## config.mk

```make
export PLATFORM = sky130hd
export DESIGN_NAME = pio_access_ctrl_flat
export DESIGN_NICKNAME = d
export VERILOG_FILES = /design/src/rtl/pio_access_ctrl_if.sv /design/src/rtl/pio_access_ctrl.sv /design/src/flat_wrapper.sv
export SDC_FILE = /design/constraint.sdc
export NUM_CORES = 1
export LEC_CHECK = 0
export BUFFER_PORTS_ARGS = -buffer_cell sky130_fd_sc_hd__clkbuf_2
export CORE_MARGIN = 2
export CORE_UTILIZATION = 30
export CTS_CLUSTER_DIAMETER = 30
export DETAILED_ROUTE_END_ITERATION = 10
export REMOVE_ABC_BUFFERS = 1
export SYNTH_ARGS = -nofsm -noshare
export SYNTH_HDL_FRONTEND = slang
export SYNTH_SLANG_ARGS = --single-unit
```

## constraint.sdc

```tcl
create_clock -name clk -period 2.9 [get_ports clk]
set_input_delay 0.87 -clock clk [delete_from_list [all_inputs] [get_ports clk]]
set_output_delay 0.87 -clock clk [all_outputs]
set_load 0.05 [all_outputs]
```

## src/rtl/pio_access_ctrl_if.sv

```systemverilog
// pio_access_ctrl_if: host request/response channel of the PIO access controller
interface pio_access_ctrl_if;
  logic        req;
  logic        req_we;
  logic [3:0]  req_adr;
  logic [15:0] req_dat;
  logic        ack;
  logic        err;
  logic [15:0] rdat;
  modport master (output req, req_we, req_adr, req_dat, input ack, err, rdat);
  modport slave  (input req, req_we, req_adr, req_dat, output ack, err, rdat);
endinterface

```

## src/rtl/pio_access_ctrl.sv

```systemverilog
// pio_access_ctrl: sequences host register accesses onto the PIO timing controller and ATA pins
module pio_access_ctrl #(
  parameter int TWIDTH         = 8,
  parameter int PIO_MODE0_T1   = 6,
  parameter int PIO_MODE0_T2   = 28,
  parameter int PIO_MODE0_T4   = 2,
  parameter int PIO_MODE0_Teoc = 23,
  parameter int TOUT_W         = 12
) (
  input  logic                clk,
  input  logic                nReset,
  input  logic                rst,
  pio_access_ctrl_if.slave    host,
  input  logic [1:0]          cfg_fast_en,
  input  logic [1:0]          cfg_iordy_en,
  input  logic [4*TWIDTH-1:0] tim_dev0,
  input  logic [4*TWIDTH-1:0] tim_dev1,
  output logic                pio_go,
  output logic                pio_we,
  output logic                pio_rst,
  output logic [TWIDTH-1:0]   pio_T1,
  output logic [TWIDTH-1:0]   pio_T2,
  output logic [TWIDTH-1:0]   pio_T4,
  output logic [TWIDTH-1:0]   pio_Teoc,
  output logic                pio_iordy_en,
  input  logic                pio_done,
  input  logic                pio_dstrb,
  output logic [2:0]          DA,
  output logic                CS0n,
  output logic                CS1n,
  output logic [15:0]         DDo,
  input  logic [15:0]         DDi,
  output logic                dev_sel
);
  typedef enum logic [2:0] {IDLE, SETUP, GO, WAIT, ABORT} state_t;
  typedef struct packed {
    state_t              st;
    logic [2:0]          da;
    logic                cs0n;
    logic                cs1n;
    logic [15:0]         ddo;
    logic                we;
    logic [4*TWIDTH-1:0] tim;
    logic                iordy;
    logic [TOUT_W-1:0]   wd;
    logic                ack;
    logic                err;
    logic [15:0]         rdat;
    logic                dev_sel;
  } regs_t;
  localparam logic [4*TWIDTH-1:0] MODE0 = {TWIDTH'(PIO_MODE0_Teoc), TWIDTH'(PIO_MODE0_T4),
                                           TWIDTH'(PIO_MODE0_T2), TWIDTH'(PIO_MODE0_T1)};
  localparam regs_t RST = '{st: IDLE, da: 3'd0, cs0n: 1'b1, cs1n: 1'b1, ddo: 16'd0, we: 1'b0,
                            tim: MODE0, iordy: 1'b0, wd: '0, ack: 1'b0, err: 1'b0,
                            rdat: 16'd0, dev_sel: 1'b0};
  regs_t             regs_q, regs_d;
  logic              init_q;
  logic [TOUT_W-1:0] wd_inc;
  logic [3:0]        adr;
  logic              fast;
  // Next state: the ATA pins and timing set are latched on acceptance so they are valid throughout SETUP
  always_comb begin
    regs_d = regs_q;
    regs_d.ack = 1'b0;
    regs_d.err = 1'b0;
    wd_inc = regs_q.wd + 1'b1;
    adr = {~regs_q.cs1n, regs_q.da};
    fast = (host.req_adr == 4'b0000) & cfg_fast_en[regs_q.dev_sel];
    case (regs_q.st)
      IDLE: if (host.req && !regs_q.ack) begin
        regs_d.st = SETUP;
        regs_d.da = host.req_adr[2:0];
        regs_d.cs1n = ~host.req_adr[3];
        regs_d.cs0n = host.req_adr[3];
        regs_d.ddo = host.req_dat;
        regs_d.we = host.req_we;
        regs_d.tim = fast ? (regs_q.dev_sel ? tim_dev1 : tim_dev0) : MODE0;
        regs_d.iordy = cfg_iordy_en[regs_q.dev_sel];
      end
      SETUP: regs_d.st = GO;
      GO: begin
        regs_d.st = WAIT;
        regs_d.wd = '0;
      end
      WAIT: begin
        regs_d.wd = wd_inc;
        if (pio_dstrb && !regs_q.we) regs_d.rdat = DDi;
        if (pio_done) begin
          regs_d.st = IDLE;
          regs_d.ack = 1'b1;
          if (regs_q.we && adr == 4'b0110) regs_d.dev_sel = regs_q.ddo[4];
          if (regs_q.we && adr == 4'b1110 && regs_q.ddo[2]) regs_d.dev_sel = 1'b0;
        end else if (&wd_inc) begin
          regs_d.st = ABORT;
          regs_d.ack = 1'b1;
          regs_d.err = 1'b1;
          regs_d.rdat = 16'd0;
        end
      end
      default: regs_d.st = IDLE;
    endcase
    if (rst) regs_d = RST;
  end
  // State registers; init_q marks the first cycle after nReset release
  always_ff @(posedge clk or negedge nReset) begin
    if (!nReset) begin
      regs_q <= RST;
      init_q <= 1'b1;
    end else begin
      regs_q <= regs_d;
      init_q <= 1'b0;
    end
  end
  assign pio_go = regs_q.st == GO;
  assign pio_rst = init_q | rst | (regs_q.st == ABORT);
  assign pio_we = regs_q.we;
  assign {pio_Teoc, pio_T4, pio_T2, pio_T1} = regs_q.tim;
  assign pio_iordy_en = regs_q.iordy;
  assign DA = regs_q.da;
  assign CS0n = regs_q.cs0n;
  assign CS1n = regs_q.cs1n;
  assign DDo = regs_q.ddo;
  assign dev_sel = regs_q.dev_sel;
  assign host.ack = regs_q.ack;
  assign host.err = regs_q.err;
  assign host.rdat = regs_q.rdat;
endmodule

```

## src/flat_wrapper.sv

```systemverilog
// flat-port wrapper written by rule: the top's interface ports become plain ports
module pio_access_ctrl_flat 
#(
  parameter int TWIDTH         = 8,
  parameter int PIO_MODE0_T1   = 6,
  parameter int PIO_MODE0_T2   = 28,
  parameter int PIO_MODE0_T4   = 2,
  parameter int PIO_MODE0_Teoc = 23,
  parameter int TOUT_W         = 12
)
  (clk, nReset, rst, cfg_fast_en, cfg_iordy_en, tim_dev0, tim_dev1, pio_go, pio_we, pio_rst, pio_T1, pio_T2, pio_T4, pio_Teoc, pio_iordy_en, pio_done, pio_dstrb, DA, CS0n, CS1n, DDo, DDi, dev_sel, host_req, host_req_we, host_req_adr, host_req_dat, host_ack, host_err, host_rdat);
  pio_access_ctrl_if host_i ();
  input  logic clk;
  input  logic nReset;
  input  logic rst;
  input  logic [1:0] cfg_fast_en;
  input  logic [1:0] cfg_iordy_en;
  input  logic [4*TWIDTH-1:0] tim_dev0;
  input  logic [4*TWIDTH-1:0] tim_dev1;
  output logic pio_go;
  output logic pio_we;
  output logic pio_rst;
  output logic [TWIDTH-1:0] pio_T1;
  output logic [TWIDTH-1:0] pio_T2;
  output logic [TWIDTH-1:0] pio_T4;
  output logic [TWIDTH-1:0] pio_Teoc;
  output logic pio_iordy_en;
  input  logic pio_done;
  input  logic pio_dstrb;
  output logic [2:0] DA;
  output logic CS0n;
  output logic CS1n;
  output logic [15:0] DDo;
  input  logic [15:0] DDi;
  output logic dev_sel;
  input wire logic [$bits(host_i.req)-1:0] host_req;
  input wire logic [$bits(host_i.req_we)-1:0] host_req_we;
  input wire logic [$bits(host_i.req_adr)-1:0] host_req_adr;
  input wire logic [$bits(host_i.req_dat)-1:0] host_req_dat;
  output wire logic [$bits(host_i.ack)-1:0] host_ack;
  output wire logic [$bits(host_i.err)-1:0] host_err;
  output wire logic [$bits(host_i.rdat)-1:0] host_rdat;
  assign host_i.req = host_req;
  assign host_i.req_we = host_req_we;
  assign host_i.req_adr = host_req_adr;
  assign host_i.req_dat = host_req_dat;
  assign host_ack = host_i.ack;
  assign host_err = host_i.err;
  assign host_rdat = host_i.rdat;
  pio_access_ctrl #(.TWIDTH(TWIDTH), .PIO_MODE0_T1(PIO_MODE0_T1), .PIO_MODE0_T2(PIO_MODE0_T2), .PIO_MODE0_T4(PIO_MODE0_T4), .PIO_MODE0_Teoc(PIO_MODE0_Teoc), .TOUT_W(TOUT_W)) u_core (.clk(clk), .nReset(nReset), .rst(rst), .host(host_i), .cfg_fast_en(cfg_fast_en), .cfg_iordy_en(cfg_iordy_en), .tim_dev0(tim_dev0), .tim_dev1(tim_dev1), .pio_go(pio_go), .pio_we(pio_we), .pio_rst(pio_rst), .pio_T1(pio_T1), .pio_T2(pio_T2), .pio_T4(pio_T4), .pio_Teoc(pio_Teoc), .pio_iordy_en(pio_iordy_en), .pio_done(pio_done), .pio_dstrb(pio_dstrb), .DA(DA), .CS0n(CS0n), .CS1n(CS1n), .DDo(DDo), .DDi(DDi), .dev_sel(dev_sel));
endmodule
```

# ---- Word-level counts from Yosys, hierarchy flattened
# Index checks and enable logic that the tools add are counted.
dict set report word_totals {
  ff_bits 90
  in_bits 111
  out_inout_bits 76
  elab_cells 69
}
dict set report op_classes {
  add_sub_neg 1
  order_cmp 1
  n_eq_ne 8
  muxes 21
  n_bitwise 5
  reduce_logical 19
}
# op count
set op_table {}
lappend op_table {{$mux 89} 1}
lappend op_table {{$mux 32} 2}
lappend op_table {{$mux 58} 1}
lappend op_table {{$mux 55} 1}
lappend op_table {{$pmux 12 s2} 1}
lappend op_table {{$mux 19} 1}
lappend op_table {{$mux 18} 1}
lappend op_table {{$mux 17} 1}
lappend op_table {{$mux 16} 1}
lappend op_table {{$add 12x1->12 const B} 1}
lappend op_table {{$pmux 3 s4} 1}
lappend op_table {{$reduce_and 12->1} 1}
lappend op_table {{$mux 1} 8}
lappend op_table {{$reduce_bool 2->1} 4}
lappend op_table {{$eq 3x2->1 const B} 2}
lappend op_table {{$mux 3} 2}
lappend op_table {{$reduce_bool 3->1} 2}
lappend op_table {{$logic_and 1x1->1} 5}
lappend op_table {{$eq 4x3->1 const B} 1}
lappend op_table {{$eq 4x4->1 const B} 1}
lappend op_table {{$logic_not 4->1} 1}
lappend op_table {{$ne 4x3->1 const B} 1}
lappend op_table {{$reduce_and 2->1} 2}
lappend op_table {{$eq 3x1->1 const B} 1}
lappend op_table {{other kinds (9)} 12}

# ---- Longest topological paths before layout
dict set report logic_depth {
  depth_word 8
  mapped_depth 7
  depth_no_buf 6
}

# ---- Worst setup path before layout
# No wires, ideal clock.
dict set report synth_timing {
  path_type {in2out}
  from {in rst}
  to {out pio_rst}
  t_arrival_ns 1.745
  required_time_ns 2.030
  path_slack_ns 0.285
  stages 3
  n_path_buf 2
  path_cell_list {clkbuf_1 -> clkbuf_1 -> a211o_1}
}
dict set report synth_between {
  elab_chain_cells 2
}
# element line
set synth_lines {}
lappend synth_lines {{start: declaration} flat_wrapper.sv:15} ;# input logic rst;
lappend synth_lines {{$or 1x1->1 (2 in a row)} pio_access_ctrl.sv:115} ;# assign pio_rst = init_q | rst | (regs_q.st == ABORT);
lappend synth_lines {{end: declaration} flat_wrapper.sv:22} ;# output logic pio_rst;
# No other way between the ends.

# ---- Worst setup path in the final report
# Same ends and word-level chain as after synthesis.

==> results.txt <==
H-tree depth: 3
Largest fanout on the critical path: 7
Netlist cell types: 47
Ant. Diodes: 0
CTS clk-pin slew, worst paths: 0.06 ns
TritonRoute pass-1 iters: 4
Area contributors post-synth: dfrtp_1 (40%), buf_4 (10%), dfstp_2 (7.1%), mux2i_1 (7.0%), nand2_1 (5.8%)
Boundary pin count: 187
Period utilisation layout: 82.88%
Wire length of the first global-routing pass: 19170 um
Mean Syn Cell Area: 9.383 sq um
Most frequent cells in the layout: clkbuf_2 (185), dfrtp_1 (76), nand2_1 (75)
Worst Max-Slew Pin Slew: 0.9482 ns
Register-to-register setup slack: 0.69 ns
Final #Nets: 746
Post-synthesis simple-gate area fraction: 16.13%
Crit path time final: 2.403 ns
Adder-Cell Fraction of Synth Area: 0.7768%
Async SR Flop Fraction: 100.0%
Final worst clock skew: 0.009084 ns
CP cell instances: clkbuf_2, a211o_1, clkbuf_2
Seq/Total Area, Yosys: 46.94%
Mux share of post-synthesis cell area: 7.043%
Share of cells above drive strength 1: 37.21%
R2r endpoint: u_core.host.rdat[1]
CTS tree: yes
CP Capture Point: pio_rst
Final setup viols: 0
CTS buffer count: 9
Die height: 130.9 um
Area Overhead vs Synth: 20.84%
Clk buf depth: 2
Pins over their slew limit: 0
Core area: 15830 sq um
Root buf cell: clkbuf_16
Post-synth EDFFs: 0
Startpoint Class: input port
Hold Path Origin: u_core.pio_T4[4]
# fillers: 1638
Power Dens Cells: 509.3 nW/um^2
Main combinational cell family by area after synthesis: simple AND/OR/NAND/NOR gates
R2r startpoint: u_core.regs_q[19]
Vias: 3911
Main synth FF type: dfrtp_1
Wirelength per Cell: 14.67 um
Routed WL: 12510 um
Drt drc: 0
Total number of placement rows: 46
Initial antenna violation count: 0
GR Overflow Total: 0
Syn Inst Count: 515
Commonest non-fill, non-tap cell in the layout: clkbuf_2
Vias in the first global route: 3728
Slowest CP cell: a211o_1
Status: finished, final reports clean
Static Leak: 2.800 nW
Starting Density: 30.53%
Synth Area in Compound Gates: 14.66%
Setup Fix Bufs, Post-CTS: 0
Port Buffers: 186
1st-iter DRT viols: 254
CP arrival: 1.53 ns
HPWL after detailed placement: 9122 um
Routability Congestion: 0.8558
Top-area cell type share of the netlist area: 39.88%
RSZ-0062 raised after global routing: false
Post-CTS Hold Buffers: 0
Crit Path Category: input port to output pin
Via density: 4.585
Post-Place Worst Slack: 0.3358 ns
Crit path max-delay family: buffers and inverters
Crit end category: output pin
CTS resizes: 0
Peak VDD IR: 0.0002608 V
Setup slack after layout: 0.4966 ns
Clk_lat worst skew: 0.35 ns
Hold WS: 0.4829 ns
Die W: 130.9 um
Max-slew headroom: 36.79%
Final antenna-violating net count: 0
Endpoints failing hold: 0
Depth of the most critical reg-to-reg path: 7
WP depth: 3
CTS sink cnt: 90
Critical Path Source: rst
Fin Setup TNS: 0 ns
XOR/XNOR Fraction of Synth Area: 0%
CP peak stage delay: 0.26 ns
Post-Place Cell Area: 5545 sq um
Max-cap violations: 0
CP dominant cell by count: clkbuf_2
Hold Crit Class: flop to flop
Fmax: 0.4161 GHz
Required time of the critical path: 2.03 ns
Post-Syn Area: 4832 sq um
Seq cells post-synth: 90
CP Buf/Inv Count: 2
Tot GR Track Use: 14.65%
YS warnings: 0
Largest net degree at the start of global routing: 54
Die area: 17140 sq um
Final instance area: 5839 sq um
Post-synth top area cell: dfrtp_1
final cells by class:
class	instances	area, sq um	share of cell area (%)
flip-flops and latches	90	2270	38.87
repair buffers	200	1051	18.00
inverters	21	78.83	1.350
multi-input cells	310	1876	32.12
well taps	216	270.3	4.628
clock inverters	1	5.005	0.08571
clock buffers	15	289.0	4.950
through the flow:
step,power [mW],util [%],cells
final,2.974,36.89,853
after global routing,3.128,36.89,853
after CTS,3.029,36.89,853
after detailed placement,1.835,35.04,837
after global placement,1.832,35.04,837
after floorplan,1.608,-,421
worst reg2reg max path, stage by stage, from the launching register on:
cell     delay, ns
dfrtp_1       0.49
ha_1          0.33
a32oi_1       0.15
o211a_1       0.26
o31ai_1       0.42
o41ai_4       0.09
buf_4         0.22
o22ai_1       0.17
per-layer routing:
metal | routed length [um] | part of all wire (%) | vias to the layer above | global-route usage (%)
met5 | 0 | 0 | - | 0
met4 | 202 | 1.6 | 0 | 5.131
met3 | 981 | 7.8 | 16 | 4.316
met2 | 5682 | 45 | 155 | 24.51
met1 | 5646 | 45 | 1801 | 18.08
li1 | - | - | 1939 | -
cells by family after synthesis:
logic type                 after synthesis
adders and majority gates                3
muxes                                   34
buffers and inverters                  115
DFF                                     90
and+or+nand+nor                        155
other                                    1
AOI/OAI and AO/OA                      117
how the worst min path moves through the flow:
stage	to	depth (start not counted)
5_1_grt	u_core.pio_T1[5]	2
3_3_place_gp	u_core.pio_T4[4]	2
2_1_floorplan	u_core.regs_q[30]	1
3_5_place_dp	u_core.pio_Teoc[5]	2
4_1_cts	u_core.regs_q[30]	1
6_report	u_core.pio_T4[4]	2
Yosys cell counts (13+ instances only):
library cell / n
o21ai_0: 18
a21oi_1: 33
dfstp_2: 13
nor2_1: 28
buf_4: 67
inv_1: 21
o21ai_1: 21
o22ai_1: 16
clkbuf_1: 20
mux2i_1: 34
dfrtp_1: 77
nand3b_1: 18
nand2_1: 75
registers in the layout, indices dropped and copies added (netlist names), 3 cells and up:
signal            count
u_core.pio_T2         8
u_core.regs_q        15
u_core.DA             3
u_core.pio_Teoc       8
u_core.DDo           16
u_core.pio_T4         8
u_core.pio_T1         8
u_core.host.rdat     16
where the power goes:
group | leakage (nW) | total (mW) | internal [mW] | switching [mW]
clock network | 0.145 | 1.17 | 0.681 | 0.488
registers | 1.20 | 1.33 | 1.30 | 0.0347
logic | 1.46 | 0.470 | 0.147 | 0.324
Power figures use the tool's default switching activity.
